==> src/rtl/seven_seg_scanner.sv <==
// seven_seg_scanner: time-multiplexed 4-digit common-anode driver with tear-free value update.
// Pins lag the scan counters by one cycle; no backpressure, load is a fire-and-forget strobe.
module seven_seg_scanner #(
  parameter int PRESCALE = 12000,
  parameter int BLANK    = 16
) (
  input  logic        clk,
  input  logic        resetn,
  input  logic [15:0] value_in,
  input  logic        load,
  input  logic [3:0]  dp_in,
  input  logic        blank_lz,
  output logic [3:0]  nibble_out,
  input  logic [7:0]  seg_in,
  output logic [7:0]  seg_out,
  output logic [3:0]  dig_out,
  output logic        frame_done
);

  localparam int            CW        = (PRESCALE > 1) ? $clog2(PRESCALE) : 1;
  localparam logic [CW-1:0] CNT_LAST  = CW'(PRESCALE - 1);
  localparam logic [CW-1:0] CNT_BLANK = CW'(BLANK);

  logic [CW-1:0] cnt;
  logic [1:0]    idx;
  logic [15:0]   shadow;
  logic [15:0]   pending;
  logic          pending_v;

  logic          slot_end;
  logic          wrap;
  logic [15:0]   upper;
  logic          lz_blank;
  logic [7:0]    seg_n;
  logic [3:0]    dig_n;

  // The decoder always drives its dp bit high; ours comes from dp_in instead.
  logic          unused_seg_dp;
  assign unused_seg_dp = seg_in[7];

  always_comb begin
    slot_end = (cnt == CNT_LAST);
    wrap     = slot_end && (idx == 2'd3);
    // Current digit and everything above it; zero means the digit is a leading zero.
    upper    = shadow >> {idx, 2'b00};
    lz_blank = blank_lz && (idx != 2'd0) && (upper == 16'h0000);
    seg_n    = {~dp_in[idx], lz_blank ? 7'h7F : seg_in[6:0]};
    dig_n    = ~(4'b0001 << idx);
  end

  assign nibble_out = upper[3:0];

  always_ff @(posedge clk) begin
    if (!resetn) begin
      cnt        <= '0;
      idx        <= 2'd0;
      shadow     <= 16'h0000;
      pending    <= 16'h0000;
      pending_v  <= 1'b0;
      seg_out    <= 8'hFF;
      dig_out    <= 4'hF;
      frame_done <= 1'b0;
    end else begin
      cnt <= slot_end ? '0 : cnt + CW'(1);
      if (slot_end) begin
        idx <= idx + 2'd1;
      end

      // Shadow only moves at the frame boundary; a load landing on it bypasses pending.
      if (wrap) begin
        if (load) begin
          shadow <= value_in;
        end else if (pending_v) begin
          shadow <= pending;
        end
        pending_v <= 1'b0;
      end else if (load) begin
        pending   <= value_in;
        pending_v <= 1'b1;
      end

      if (cnt < CNT_BLANK) begin
        seg_out <= 8'hFF;
        dig_out <= 4'hF;
      end else begin
        seg_out <= seg_n;
        dig_out <= dig_n;
      end

      frame_done <= wrap;
    end
  end

endmodule

==> config.mk <==
export PLATFORM = sky130hd
export DESIGN_NAME = seven_seg_scanner
export DESIGN_NICKNAME = d
export VERILOG_FILES = /design/src/rtl/seven_seg_scanner.sv
export SDC_FILE = /design/constraint.sdc
export NUM_CORES = 1
export LEC_CHECK = 0
export CORE_ASPECT_RATIO = 0.7
export CORE_MARGIN = 5
export CORE_UTILIZATION = 59
export CTS_BUF_LIST = sky130_fd_sc_hd__clkbuf_8
export CTS_CLUSTER_SIZE = 14
export DETAILED_ROUTE_END_ITERATION = 10
export MAX_ROUTING_LAYER = met4
export PLACE_DENSITY = 0.95
export SLEW_MARGIN = 0
export SYNTH_ARGS = -nofsm -noshare
export SYNTH_HDL_FRONTEND = slang
export SYNTH_SLANG_ARGS = --single-unit
==> constraint.sdc <==
create_clock -name clk -period 3.05 [get_ports clk]
set_clock_uncertainty 0.15 [all_clocks]
set_input_delay 0.61 -clock clk [delete_from_list [all_inputs] [get_ports clk]]
set_output_delay 0.61 -clock clk [all_outputs]
set_load 0.1 [all_outputs]
==> metrics.md, run 1 <==
| Metric | Value |
|---|---|
| Total area of sequential cells | 0.00124 sq mm |
| DRC violations left | 0 |
| Cts hold-fix bufs | 0 |
| Pins Over Slew Limit | 0 |
| Switching Share | 20.8% |
| Placed cells | 390 |
| Outcome | completed |
| Port Buf Inserts | 47 |
| Total Power | between 1.5 and 2 mW |
| Fmax | 386 MHz |
| Mapped cell area | between 0.002 and 0.003 sq mm |
| CTS tree | done |
| Die width | 92.3 um |
| Final wirelength | 6310 um |
| Fill count | 358 |
| Post-place setup slack | 0.664 ns |
| Routed length per instance | about 16 um |
| GRT overflow | 0 |
| Pleak | ~1.3 nW |
| Element type at the critical path end | output port |
| Worst slew pin tran | 0.865 ns |
| Worst-path clk slew | 0.06 ns |
| Global-route wire length before repair | 10400 um |
| # Post-CTS Setup Buffers | 0 |
| Syn nets | 340 |
| Share of layout cells above drive strength 1 | 21.2% |
| ANT nets after route | 0 |
| Slew margin rel. | 41.9% |
| Period utilization | 85.0% |
| All-layer global routing usage | 22.5% |
| Synth top area share | 44.3% |
| Fin crit period | 2.59 ns |
| Launching element type of the critical path | flip-flop |
| Worst min-delay path class | reg -> reg |
| Mean Syn Cell Area | between 9 and 10 sq um |
| Iter 0 DRT Violations | 168 |
| Main area contributors after synthesis | dfxtp_1 44%, nand2_1 6.7%, mux2_2 6.4% |
| Finished Core Util | 73.8% |
| Most common cell after layout, fill and taps aside | dfxtp_1 |
| NetSw | 0.371 mW |
| Clk pwr share | a little under half |
| Largest net degree at the start of global routing | 35 |
| DIE HEIGHT | 67.6 um |
| IO Pins | 49 |
| DP HPWL | 4380 um |
| TritonCTS buffer count | 9 |
| Reg power frac | between 40% and 50% |
| Die area | 0.00625 sq mm |
| Setup tns final | 0 ns |
| Sequential share of the synthesized area | 44.3% |
| Final Hold Viols | 0 |
| Synthesized flop and latch total | 62 |
| Number of antenna violations at the first check in global routing | 0 |
| Clock Sinks | 62 |
| Multi-input gate area | ~0.0014 sq mm |
| Final Cell Area | 0.00345 sq mm |
| Ant. Diodes | 0 |
| Min Hold Slack | between 0.2 and 0.3 ns |
| Cts repair resizes | 0 |
| Commonest non-fill, non-tap cells in the layout | 62 x dfxtp_1, 50 x nand2_1, 29 x clkdlybuf4s50_1 |
| RePlAce Congestion | ~0.85 |
| Final setup fails | 0 |
| Final setup margin | between 0.4 and 0.5 ns |
| Crit Path Class | reg -> out |
| Post-DP Area | 0.00322 sq mm |
| Ys Warns | 0 |
| H-Tree Depth | 3 |
| Vias in the first global route | 2180 |
| Synth unique cells | 40 |
| Area delta synth->final | 23.2% |
| DRT Pass-1 Iters | 5 |
| Initial Utilization | 59.9% |
| Latest clock arrival within the worst-skew pair | 0.34 ns |
| Via density | slightly below 6 |
| RSZ-0062 raised after global routing | false |
| FP Rows | 21 |
| CTS root buf | clkbuf_8 |
| Logic pwr share | 6.8% |
| Peak VDD IR | between 0.0002 and 0.0003 V |
| Required @ worst endpoint | ~2.3 ns |
| Vias | approximately 2400 |
| Synth area leader | dfxtp_1 |
| Max Cap Violations | 0 |
| Pwr Density | 517 mW/mm^2 |
| Worst EP arrival | 1.83 ns |
| Core ar. | roughly 0.0047 sq mm |
| Max Root-Sink Buffers | 2 |
| Post-synthesis cell count | a little over 300 |
| Internal power | roughly 1.4 mW |
| Nets@finish | 381 |
| Crit path max fanout | 11 |
| Layout Cells excl Fill | 406 |
==> power by group through the flow <==
stage | registers, mW | clock network [mW] | logic, mW
2_1_floorplan | 0.851 | 0 | 0.0655
3_3_place_gp | 0.852 | 0 | 0.115
3_5_place_dp | 0.853 | 0 | 0.118
4_1_cts | 0.835 | 0.840 | 0.121
5_1_grt | 0.836 | 0.878 | 0.131
6_report | 0.835 | 0.829 | 0.121
==> registers in the layout, indices dropped and copies added, names as in the netlist <==
| signal | cells |
|---|---|
| cnt | 14 |
| dig_out | 4 |
| frame_done | 1 |
| idx | 2 |
| pending | 16 |
| pending_v | 1 |
| seg_out | 8 |
| shadow | 16 |
==> per-layer routing <==
metal  track usage [%]  up-vias  routed length [um]
li1                  -     1156                   -
met1              26.5     1099                2860
met2              34.7       98                2760
met3              9.02       12                 581
met4              8.89        0                 112
met5                 -        -                   0
==> cells in the mapped netlist <==
library cell / count
a21oi_1: 2
o21ai_2: 10
buf_2: 5
a2111o_1: 1
mux4_2: 5
nand2b_1: 1
o211ai_1: 2
o21ai_0: 24
or4_1: 1
and3_1: 3
or2_1: 1
dfxtp_1: 62
or3_1: 4
ha_1: 5
or2_2: 1
nand4_1: 23
and4_1: 1
xnor2_1: 1
inv_1: 3
buf_12: 1
nor4_2: 1
o41ai_1: 1
and2_1: 4
o31a_1: 1
mux2_2: 16
buf_1: 1
nand2_1: 50
clkbuf_1: 13
and2_4: 1
nor4_4: 1
mux2i_1: 1
o31ai_1: 1
buf_4: 1
nor2_1: 20
nor4_1: 3
buf_6: 1
o41ai_4: 1
nand3_1: 19
nor2b_1: 1
xor2_1: 10
==> critical path: stages, from the launching register on <==
cell and delay [ns]:
dfxtp_1 0.65, mux4_2 0.59, buf_4 0.25
==> layout make-up <==
cell class,instances,area share [%]
multi-input cells,216,41.5
flip-flops and latches,62,36.0
repair buffers,52,13.3
clock buffers,12,4.79
well taps,57,2.07
clock inverters,4,1.99
inverters,3,0.326
==> path summary, 6_finish.rpt <==
kind                                           from                      to  slack (ns)  cells past startpoint
worst max-delay path            idx[0]$_SDFFE_PN0P_           nibble_out[3]        0.46                      2
worst min-delay path              cnt[0]$_SDFF_PP0_       cnt[0]$_SDFF_PP0_        0.29                      1
worst max register to register  idx[0]$_SDFFE_PN0P_  shadow[4]$_SDFFE_PN0P_        0.69                      5
worst min register to register    cnt[0]$_SDFF_PP0_       cnt[0]$_SDFF_PP0_        0.29                      1
==> cells by family (layout without fill, tap and decap cells) <==
group,after synthesis,in the layout,synth area share [%]
AO/OA/AOI/OAI,43,43,10.6
XOR/XNOR,11,11,3.44
adder cells (fa/ha/maj),5,5,2.23
buffers and inverters,25,71,4.56
flip-flops,62,62,44.3
multiplexers,22,22,10.8
AND/OR/NAND/NOR,135,135,24.0
Power figures use the tool's default switching activity.
==> run 2: changes to the inputs <==
--- a/config.mk
+++ b/config.mk
@@ -6,7 +6,7 @@
 export NUM_CORES = 1
 export LEC_CHECK = 0
 export CORE_ASPECT_RATIO = 0.7
-export CORE_MARGIN = 5
+export CORE_MARGIN = 4
 export CORE_UTILIZATION = 59
 export CTS_BUF_LIST = sky130_fd_sc_hd__clkbuf_8
 export CTS_CLUSTER_SIZE = 14
==> run 2 against run 1 <==
Effect of this change: final cell count fell by 0.49%; clock-buffer cell count fell by 3; flip-flop and latch count did not move; die area fell by 5.1%; sequential share of layout area rose by 0.14 points; total power fell by 1.6%; largest cell class unchanged; sequential power barely moved; fmax fell by 1.1%; wire length rose by 0.89%.
==> metrics.md, run 2 (synthesized netlist as in run 1, its figures left out) <==
| Metric | Value |
|---|---|
| All-layer global routing usage | 23.4% |
| Slew margin rel. | 48.4% |
| Final wirelength | 6370 um |
| Worst-path clk slew | 0.07 ns |
| Placed cells | ~390 |
| RSZ-0062 raised after global routing | false |
| H-Tree Depth | 3 |
| DRT Pass-1 Iters | 7 |
| Fin crit period | ~2.6 ns |
| Worst hold start | cnt[0]$_SDFF_PP0_ |
| CTS root buf | clkbuf_8 |
| Worst min-delay path class | reg -> reg |
| Pleak | 1.31 nW |
| Largest net degree at the start of global routing | 40 |
| Launching element type of the critical path | flip-flop |
| Nets@finish | roughly 380 |
| Crit path max fanout | 11 |
| Via density | 5.74 |
| Fmax | 381 MHz |
| Final Hold Viols | 0 |
| CP delay by family, top | flip-flops |
| Pins Over Slew Limit | 0 |
| DIE HEIGHT | 65.6 um |
| Ant. Diodes | 0 |
| Max Cap Violations | 0 |
| Element type at the critical path end | output port |
| CP Buf/Inv Count | 1 |
| Cts hold-fix bufs | 0 |
| Fill count | about 320 |
| Clock Sinks | 62 |
| Share of layout cells above drive strength 1 | 21.5% |
| Vias in the first global route | between 2000 and 2500 |
| # Post-CTS Setup Buffers | 0 |
| Area delta synth->final | 22.7% |
| ANT nets after route | 0 |
| Required @ worst endpoint | 2.29 ns |
| Setup tns final | 0 ns |
| Port Buf Inserts | 47 |
| RePlAce Congestion | 0.859 |
| Die area | 0.00593 sq mm |
| TritonCTS buffer count | 9 |
| Worst Hold Path EP | cnt[0]$_SDFF_PP0_ |
| Core ar. | 0.00445 sq mm |
| DRC violations left | 0 |
| R2R depth | 6 |
| Worst r2r src | idx[0]$_SDFFE_PN0P_ |
| Max Root-Sink Buffers | 2 |
| GRT overflow | 0 |
| Crit Path Class | reg -> out |
| FP Rows | 20 |
| Global-route wire length before repair | 10300 um |
| DP HPWL | 4430 um |
| Period utilization | 86.0% |
| Initial Utilization | a little over three fifths |
| Largest registers | pending: 16 flops, shadow: 16 flops, cnt: 14 flops |
| Slowest CP cell | dfxtp_1 |
| CTS tree | done |
| Layout Cells excl Fill | 404 |
| Number of antenna violations at the first check in global routing | 0 |
| CP peak stage delay | 0.65 ns |
| Die width | between 90 and 100 um |
| Hold depth | 1 |
| Final setup fails | 0 |
| Iter 0 DRT Violations | 195 |
| Finished Core Util | 77.1% |
| R2r setup slk | ~0.71 ns |
| Commonest non-fill, non-tap cells in the layout | 62 x dfxtp_1, 50 x nand2_1, 29 x clkdlybuf4s50_1 |
| Latest clock arrival within the worst-skew pair | 0.35 ns |
| Cts repair resizes | 0 |
| Worst slew pin tran | 0.767 ns |
| R2r endpoint | shadow[1]$_SDFFE_PN0P_ |
| Most common cell after layout, fill and taps aside | dfxtp_1 |
| Worst EP arrival | 1.86 ns |
| Pwr Density | 511 mW/mm^2 |
| Vias | 2319 |
| Critical path cell sequence | mux4_2 -> buf_4 |
| Outcome | completed |
| Peak VDD IR | 0.000307 V |
| Routed length per instance | around 16 um |
| IO Pins | 49 |
==> run 2: cell count changes in the layout (fill, tap and decap cells not counted) <==
| cell | before | now |
|---|---|---|
| inv_1 | 4 | 3 |
| clkbuf_8 | 12 | 9 |
| clkinvlp_4 | 0 | 1 |
| clkinv_4 | 0 | 3 |
==> run 2: layer usage <==
layer	track usage (%)	part of all wire (%)	vias up
met1	29.0	47	1068
met3	9.04	8.1	11
met5	-	0	-
met2	35.5	44	86
li1	-	-	1154
met4	7.44	1.3	0
==> run 2: worst max-delay path by stage <==
stage / startpoint / to / slack, ns / cells after the start
after floorplan: idx[0]$_SDFFE_PN0P_ / seg_out[0]$_SDFF_PP1_ / 0.68 / 5
after global placement: load / shadow[3]$_SDFFE_PN0P_ / 0.58 / 4
after detailed placement: load / shadow[0]$_SDFFE_PN0P_ / 0.53 / 4
after CTS: idx[0]$_SDFFE_PN0P_ / nibble_out[1] / 0.40 / 2
after global routing: idx[0]$_SDFFE_PN0P_ / nibble_out[1] / 0.32 / 2
final: idx[0]$_SDFFE_PN0P_ / nibble_out[1] / 0.43 / 2
==> run 2: layout make-up <==
type	instances	area [sq um]	share of cell area, %
multi-input combinational	216	1430	41.7
sequential	62	1240	36.1
timing repair buffer	52	460	13.4
clock buffer	9	124	3.61
clock inverter	7	98.8	2.88
tap	55	68.8	2.00
inverter	3	11.3	0.328
==> run 2: where the power goes <==
group	switching, mW	internal [mW]	leakage, nW
registers	0.00861	0.826	0.504
clock network	0.338	0.462	0.109
logic	0.0560	0.0645	0.700
==> run 2: stage by stage <==
step                      power (mW)  worst slack (ns)  hold slack (ns)  area (sq um)
after floorplan                0.916             0.682            0.263          2800
after global placement         0.967             0.576            0.272          3210
after detailed placement       0.971             0.527            0.282          3210
after CTS                       1.77             0.399            0.294          3440
after global routing            1.82             0.317            0.330          3440
final                           1.76             0.428            0.300          3440
